File: src/rtl/burst_pkg.sv
// Shared types and helpers for the burst address generator.
package burst_pkg;

  typedef enum logic [1:0] {
    BURST_FIXED = 2'd0,
    BURST_INCR  = 2'd1,
    BURST_WRAP  = 2'd2,
    BURST_RSVD  = 2'd3
  } burst_mode_e;

  function automatic logic is_pow2(input logic [63:0] v);
    return (v != '0) && ((v & (v - 64'd1)) == '0);
  endfunction

endpackage

File: src/rtl/burst_addr_step.sv
// Combinational next-beat address and request legality check.
module burst_addr_step
  import burst_pkg::*;
#(
  parameter int unsigned ADDR_WIDTH    = 8,
  parameter int unsigned MAX_BURST_LEN = 16,
  parameter int unsigned STRIDE_LEN    = 4,
  parameter int unsigned ADDR_MAX      = 2**ADDR_WIDTH-1,
  parameter int unsigned LEN_W         = $clog2(MAX_BURST_LEN)+1
) (
  input  logic [ADDR_WIDTH-1:0] cur_addr,
  input  logic [LEN_W-1:0]      cur_len,
  input  logic [1:0]            cur_mode,
  input  logic [STRIDE_LEN-1:0] cur_stride,
  output logic [ADDR_WIDTH-1:0] next_addr,
  input  logic [ADDR_WIDTH-1:0] chk_addr,
  input  logic [LEN_W-1:0]      chk_len,
  input  logic [1:0]            chk_mode,
  input  logic [STRIDE_LEN-1:0] chk_stride,
  output logic                  chk_legal
);

  // Wide enough that no span or window product can wrap.
  localparam int unsigned CW = ADDR_WIDTH + STRIDE_LEN + LEN_W;

  logic [CW-1:0]         cur_win;
  logic [ADDR_WIDTH-1:0] win_mask;
  logic [ADDR_WIDTH-1:0] stride_ext;
  logic [CW-1:0]         ca, cl, cs;

  always_comb begin
    cur_win    = CW'(cur_len) * CW'(cur_stride);
    win_mask   = ADDR_WIDTH'(cur_win - CW'(1));
    stride_ext = ADDR_WIDTH'(cur_stride);
    next_addr  = cur_addr;
    case (burst_mode_e'(cur_mode))
      BURST_INCR: next_addr = cur_addr + stride_ext;
      BURST_WRAP: next_addr = (cur_addr & ~win_mask) | ((cur_addr + stride_ext) & win_mask);
      default:    next_addr = cur_addr;
    endcase
  end

  always_comb begin
    ca        = CW'(chk_addr);
    cl        = CW'(chk_len);
    cs        = CW'(chk_stride);
    chk_legal = 1'b1;
    if (cl == '0 || cl > CW'(MAX_BURST_LEN)) chk_legal = 1'b0;
    case (burst_mode_e'(chk_mode))
      BURST_FIXED: ;
      BURST_INCR: begin
        if (ca + (cl - CW'(1)) * cs > CW'(ADDR_MAX)) chk_legal = 1'b0;
      end
      BURST_WRAP: begin
        if (!is_pow2(64'(cl)) || !is_pow2(64'(cs)) ||
            (cl * cs > CW'(ADDR_MAX) + CW'(1))) chk_legal = 1'b0;
      end
      default: chk_legal = 1'b0;
    endcase
  end

endmodule

File: src/rtl/burst_addr_gen.sv
// Burst address generator: one request per handshake, one SRAM address per beat.
// Optional debug counters enabled by defining BURST_ADDR_GEN_DBG_CNT_EN.
module burst_addr_gen
  import burst_pkg::*;
#(
  parameter  int unsigned ADDR_WIDTH    = 8,
  parameter  int unsigned MAX_BURST_LEN = 16,
  parameter  int unsigned STRIDE_LEN    = 4,
  parameter  int unsigned ADDR_MAX      = 2**ADDR_WIDTH-1,
  localparam int unsigned LEN_W         = $clog2(MAX_BURST_LEN)+1
) (
  input  logic                  clk,
  input  logic                  rstn,
  input  logic                  req_valid,
  output logic                  req_ready,
  input  logic [ADDR_WIDTH-1:0] req_addr,
  input  logic [LEN_W-1:0]      req_len,
  input  logic [1:0]            req_mode,
  input  logic [STRIDE_LEN-1:0] req_stride,
  input  logic                  abort,
  output logic                  beat_valid,
  input  logic                  beat_ready,
  output logic [ADDR_WIDTH-1:0] beat_addr,
  output logic                  beat_last,
  output logic [LEN_W-1:0]      beat_idx,
  output logic                  busy,
  output logic                  req_err
`ifdef BURST_ADDR_GEN_DBG_CNT_EN
  ,
  output logic [15:0]           dbg_burst_cnt,
  output logic [7:0]            dbg_err_cnt
`endif
);

  typedef enum logic {
    S_IDLE  = 1'b0,
    S_BURST = 1'b1
  } state_e;

  state_e                state_q, state_d;
  logic                  alive_q, alive_d;
  logic [ADDR_WIDTH-1:0] addr_q, addr_d, next_addr;
  logic [LEN_W-1:0]      len_q, len_d, idx_q, idx_d;
  logic [1:0]            mode_q, mode_d;
  logic [STRIDE_LEN-1:0] stride_q, stride_d;
  logic                  err_q, err_d;
  logic                  req_legal, accept, in_burst, is_last, xfer;

  burst_addr_step #(
    .ADDR_WIDTH   (ADDR_WIDTH),
    .MAX_BURST_LEN(MAX_BURST_LEN),
    .STRIDE_LEN   (STRIDE_LEN),
    .ADDR_MAX     (ADDR_MAX),
    .LEN_W        (LEN_W)
  ) u_step (
    .cur_addr  (addr_q),
    .cur_len   (len_q),
    .cur_mode  (mode_q),
    .cur_stride(stride_q),
    .next_addr (next_addr),
    .chk_addr  (req_addr),
    .chk_len   (req_len),
    .chk_mode  (req_mode),
    .chk_stride(req_stride),
    .chk_legal (req_legal)
  );

  // alive_q keeps req_ready low until the first clock after reset release.
  always_comb begin
    in_burst = (state_q == S_BURST);
    accept   = req_valid && alive_q && (state_q == S_IDLE);
    is_last  = in_burst && (idx_q == len_q - LEN_W'(1));
    xfer     = in_burst && beat_ready && !abort;
  end

  always_ff @(posedge clk or negedge rstn) begin
    if (!rstn) state_q <= S_IDLE;
    else       state_q <= state_d;
  end

  always_comb begin
    state_d = state_q;
    case (state_q)
      S_IDLE:  if (accept && req_legal) state_d = S_BURST;
      S_BURST: if (abort || (xfer && is_last)) state_d = S_IDLE;
      default: state_d = S_IDLE;
    endcase
  end

  always_comb begin
    alive_d  = 1'b1;
    addr_d   = addr_q;
    len_d    = len_q;
    mode_d   = mode_q;
    stride_d = stride_q;
    idx_d    = idx_q;
    err_d    = accept && !req_legal;
    if (accept) begin
      addr_d   = req_addr;
      len_d    = req_len;
      mode_d   = req_mode;
      stride_d = req_stride;
      idx_d    = '0;
    end else if (xfer) begin
      addr_d = next_addr;
      idx_d  = idx_q + LEN_W'(1);
    end
  end

  always_ff @(posedge clk or negedge rstn) begin
    if (!rstn) begin
      alive_q  <= 1'b0;
      addr_q   <= '0;
      len_q    <= '0;
      mode_q   <= '0;
      stride_q <= '0;
      idx_q    <= '0;
      err_q    <= 1'b0;
    end else begin
      alive_q  <= alive_d;
      addr_q   <= addr_d;
      len_q    <= len_d;
      mode_q   <= mode_d;
      stride_q <= stride_d;
      idx_q    <= idx_d;
      err_q    <= err_d;
    end
  end

  always_comb begin
    req_ready  = alive_q && (state_q == S_IDLE);
    busy       = in_burst;
    beat_valid = in_burst;
    beat_addr  = in_burst ? addr_q : '0;
    beat_idx   = in_burst ? idx_q : '0;
    beat_last  = is_last;
    req_err    = err_q;
  end

`ifdef BURST_ADDR_GEN_DBG_CNT_EN
  logic [15:0] burst_cnt_q, burst_cnt_d;
  logic [7:0]  err_cnt_q, err_cnt_d;

  always_comb begin
    burst_cnt_d = burst_cnt_q;
    err_cnt_d   = err_cnt_q;
    if (xfer && is_last && burst_cnt_q != '1) burst_cnt_d = burst_cnt_q + 16'd1;
    if (err_d && err_cnt_q != '1)             err_cnt_d   = err_cnt_q + 8'd1;
  end

  always_ff @(posedge clk or negedge rstn) begin
    if (!rstn) begin
      burst_cnt_q <= '0;
      err_cnt_q   <= '0;
    end else begin
      burst_cnt_q <= burst_cnt_d;
      err_cnt_q   <= err_cnt_d;
    end
  end

  assign dbg_burst_cnt = burst_cnt_q;
  assign dbg_err_cnt   = err_cnt_q;
`endif

endmodule

File: config.mk
export PLATFORM = sky130hd
export DESIGN_NAME = burst_addr_gen
export DESIGN_NICKNAME = d
export VERILOG_FILES = /design/src/rtl/burst_pkg.sv /design/src/rtl/burst_addr_step.sv /design/src/rtl/burst_addr_gen.sv
export SDC_FILE = /design/constraint.sdc
export NUM_CORES = 1
export LEC_CHECK = 0
export ABC_AREA = 1
export ABC_CLOCK_PERIOD_IN_PS = 4160
export CORE_ASPECT_RATIO = 2
export CORE_MARGIN = 2
export CORE_UTILIZATION = 40
export CTS_BUF_LIST = sky130_fd_sc_hd__clkbuf_2 sky130_fd_sc_hd__clkbuf_4 sky130_fd_sc_hd__clkbuf_8
export CTS_CLUSTER_DIAMETER = 100
export DETAILED_ROUTE_END_ITERATION = 6
export GPL_TIMING_DRIVEN = 0
export SYNTH_ARGS = -nofsm -noshare
export SYNTH_HDL_FRONTEND = slang
export SYNTH_SLANG_ARGS = --single-unit
File: constraint.sdc
create_clock -name clk -period 4.16 [get_ports clk]
set_input_delay 1.248 -clock clk [delete_from_list [all_inputs] [get_ports clk]]
set_output_delay 1.248 -clock clk [all_outputs]
set_load 0.02 [all_outputs]
==> results.md <==
* Outcome: complete, but fails checks
* Failing checks: setup timing
* Post-synthesis sequential area ratio at 15.31%
* Cell taking the most area after synthesis: ha_1
* Final period utilization at 120.2%
* Worst EP arrival at approximately 5.2 ns
* Number of distinct library cells after synthesis at 38
* Post-synth EDFFs at 0
* CTS tree: done
* Clock sink count at 27
* Rows at between 50 and 60
* Dominant cells by area after synthesis: ha_1, fa_1, dfrtp_1
* Max-Slew Margin vs Limit at 54.53%
* GRT met2 Usage at 42.61%
* CP Capture Type: flop
* Mapped Nets at 763
* Final Total Pwr at 1.759 mW
* Port bufs at 37
* Dpl hpwl at 9.841 mm
* Synth top area share at between 10% and 20%
* Share of layout cells above drive strength 1 at 12.17%
* Met3 Use GR at 0.8294%
* Setup Skew at around 0.0027 ns
* Number of H-tree levels at 1
* Max IR drop VDD at roughly 0.00013 V
* Die width at 78.26 um
* 1st-iter DRT viols at around 190
* DR vias at a little over 4000
* Max Clk Rate at 200.0 MHz
* Clock root cell: clkbuf_8
* First-pass GRT wire length at 19.64 mm
* Worst hold slack at 0.5468 ns
* Worst slew pin tran at 0.6821 ns
* Pin count of the biggest net entering global routing at 28
* Synth Warn # at 0
* Max-cap violations at 0
* Req. time, crit path at 4.39 ns
* Vias in the first global route at 4374
* WL/cell at 13.94 um
* Overflow after GRT at 0
* Clock Pin Slew Worst Setup and Hold Paths at about 0.10 ns
* DRT Wirelength at 11.57 mm
* Initial antenna violation count at 0
* Syn avg cell area at a little under 7 sq um
* Area grow syn2layout at 20.68%
* Leak at 2.921 nW
* Post-route cell area at 5324 sq um
* DRT Pass-1 Iters at 4
* Clock Tree Buf Depth at 2
* Endpoints failing hold at 0
* Power density cells at approximately 330 nW/um^2
* Syn Std Cell Area at 4412 sq um
* Total global-route track usage at 20.53%
* Cells on Worst Hold Path at 2
* Starting Density at 40.81%
* Top-count cell post-synth: nand2_1
* Placed Area at 5104 sq um
* Syn Inst Count at roughly 650
* Top-level I/O count at 42
* Die Footprint at 11940 sq um
* Slack of the critical path at -0.8402 ns
* RSZ-0062 raised after global routing: true
* Worst r2r path cells at 16
* CP Max Fanout at 9
* DRC at 0
* Endpoints failing setup at 2
* Core Box Area at 10810 sq um
* Post-route ant nets at 0
* Gp weighted congestion at around 0.86
* WS Path Type: in -> reg
* Clk Latency, worst-skew pair at 0.29 ns
* Yosys reg bits at 27
* Main synth FF type: dfrtp_1
* Min cycle time layout at 5.000 ns
* Die span in y at 152.5 um
* Fin. max-slew vios at 0
* Fin cells at 830
* Asr flop ratio synth at 100.0%
* Setup TNS at -1.612 ns
* CTS Buf Count at 3
* Pre-CTS setup slack at -1.718 ns
* Via density at 4.966
* Antenna cells at 0
* Final #Nets at 808
* Startpoint types: input port
* Post-synth top cells: nand2_1, inv_1, ha_1, nor2_1, fa_1
* Utilization after layout at 49.25%
* Gr busiest metal: met2
* Inst Count DP at 823
* Hold Crit Class: reg -> reg
* GR Layer Usage met1 at 19.35%
cells in the final DEF, fill, tap and decap left out, types with 7 or more instances in the layout:
| cell type | Yosys | routed |
|---|---|---|
| a21oi_1 | 27 | 23 |
| buf_2 | 4 | 7 |
| nand3_1 | 29 | 26 |
| nand2_1 | 171 | 161 |
| nor2_1 | 48 | 39 |
| nor3_1 | 8 | 7 |
| nand4_1 | 10 | 10 |
| o21ai_0 | 19 | 19 |
| xor2_1 | 7 | 7 |
| ha_1 | 59 | 50 |
| ha_4 | 0 | 8 |
| inv_2 | 9 | 14 |
| dfrtp_1 | 27 | 27 |
| xnor2_1 | 8 | 8 |
| nand2_2 | 3 | 8 |
| clkdlybuf4s50_1 | 0 | 31 |
| fa_1 | 34 | 34 |
| inv_1 | 142 | 134 |
final timing paths:
path	from	to	slack, ns
hold / removal	mode_q[0]	mode_q[0]	0.55
max in group asynchronous	rstn	async pin	2.74
min in group asynchronous	rstn	len_q[2]	0.98
setup / recovery	req_stride[1]	beat_valid	-0.84
setup reg to reg	stride_q[3]	flop	0.58
hold reg to reg	mode_q[0]	mode_q[0]	0.55
final cells by class:
class | instances | area (sq um)
timing repair buffer | 41 | 407.9
buffer | 12 | 61.31
inverter | 151 | 594.3
multi-input combinational | 455 | 3361
sequential | 27 | 675.6
clock buffer | 4 | 48.80
fill | 1175 | 5487
tap | 140 | 175.2
worst max-delay path, stage by stage:
cell and delay (ns):
clkbuf_1 0.32, inv_1 0.28, or2_2 0.35, fa_1 0.52
fa_1 0.45, fa_1 0.52, inv_1 0.07, ha_4 0.25
or2_1 0.26, nand3_4 0.11, buf_6 0.10, a21oi_2 0.04
nor2_1 0.10, nand2_1 0.05, nor2_1 0.11, nand2_2 0.10
nand2_2 0.09, nand4_1 0.13, nand2_1 0.14
where the power goes:
part | leakage [nW] | switching (mW) | internal, mW
Combinational | 2.55 | 0.712 | 0.504
Sequential | 0.340 | 0.0663 | 0.304
Clock | 0.0262 | 0.0958 | 0.0758
Total | 2.92 | 0.874 | 0.885
what timing repair did:
| action | CTS | global route |
|---|---|---|
| cloned | 0 | 0 |
| hold endpoints to repair | 0 | 0 |
| hold buffers | 0 | 0 |
| endpoints found under the setup margin | 2 | 2 |
| pin swaps | 17 | 26 |
| buffers inserted | 2 | 2 |
| resized for setup | 29 | 38 |
per-layer routing:
metal	part of all wire (%)	routed length, um
met1	34	3971
met2	60	6918
met3	1.3	156
met4	4.5	526
met5	0	0
kinds of logic (layout without fill, tap and decap cells):
family                     after synthesis  after routing  synth area share (%)
buffers and inverters                  164            208                 14.32
xor gates and xnor gates                17             17                 3.716
and+or+nand+nor                        282            282                 26.77
adders and majority gates               93             93                 32.16
AOI/OAI and AO/OA                       62             62                 7.629
DFF                                     27             27                 15.31
other                                    1              1               0.08500
Note: power is estimated with default switching activity, not from simulation.
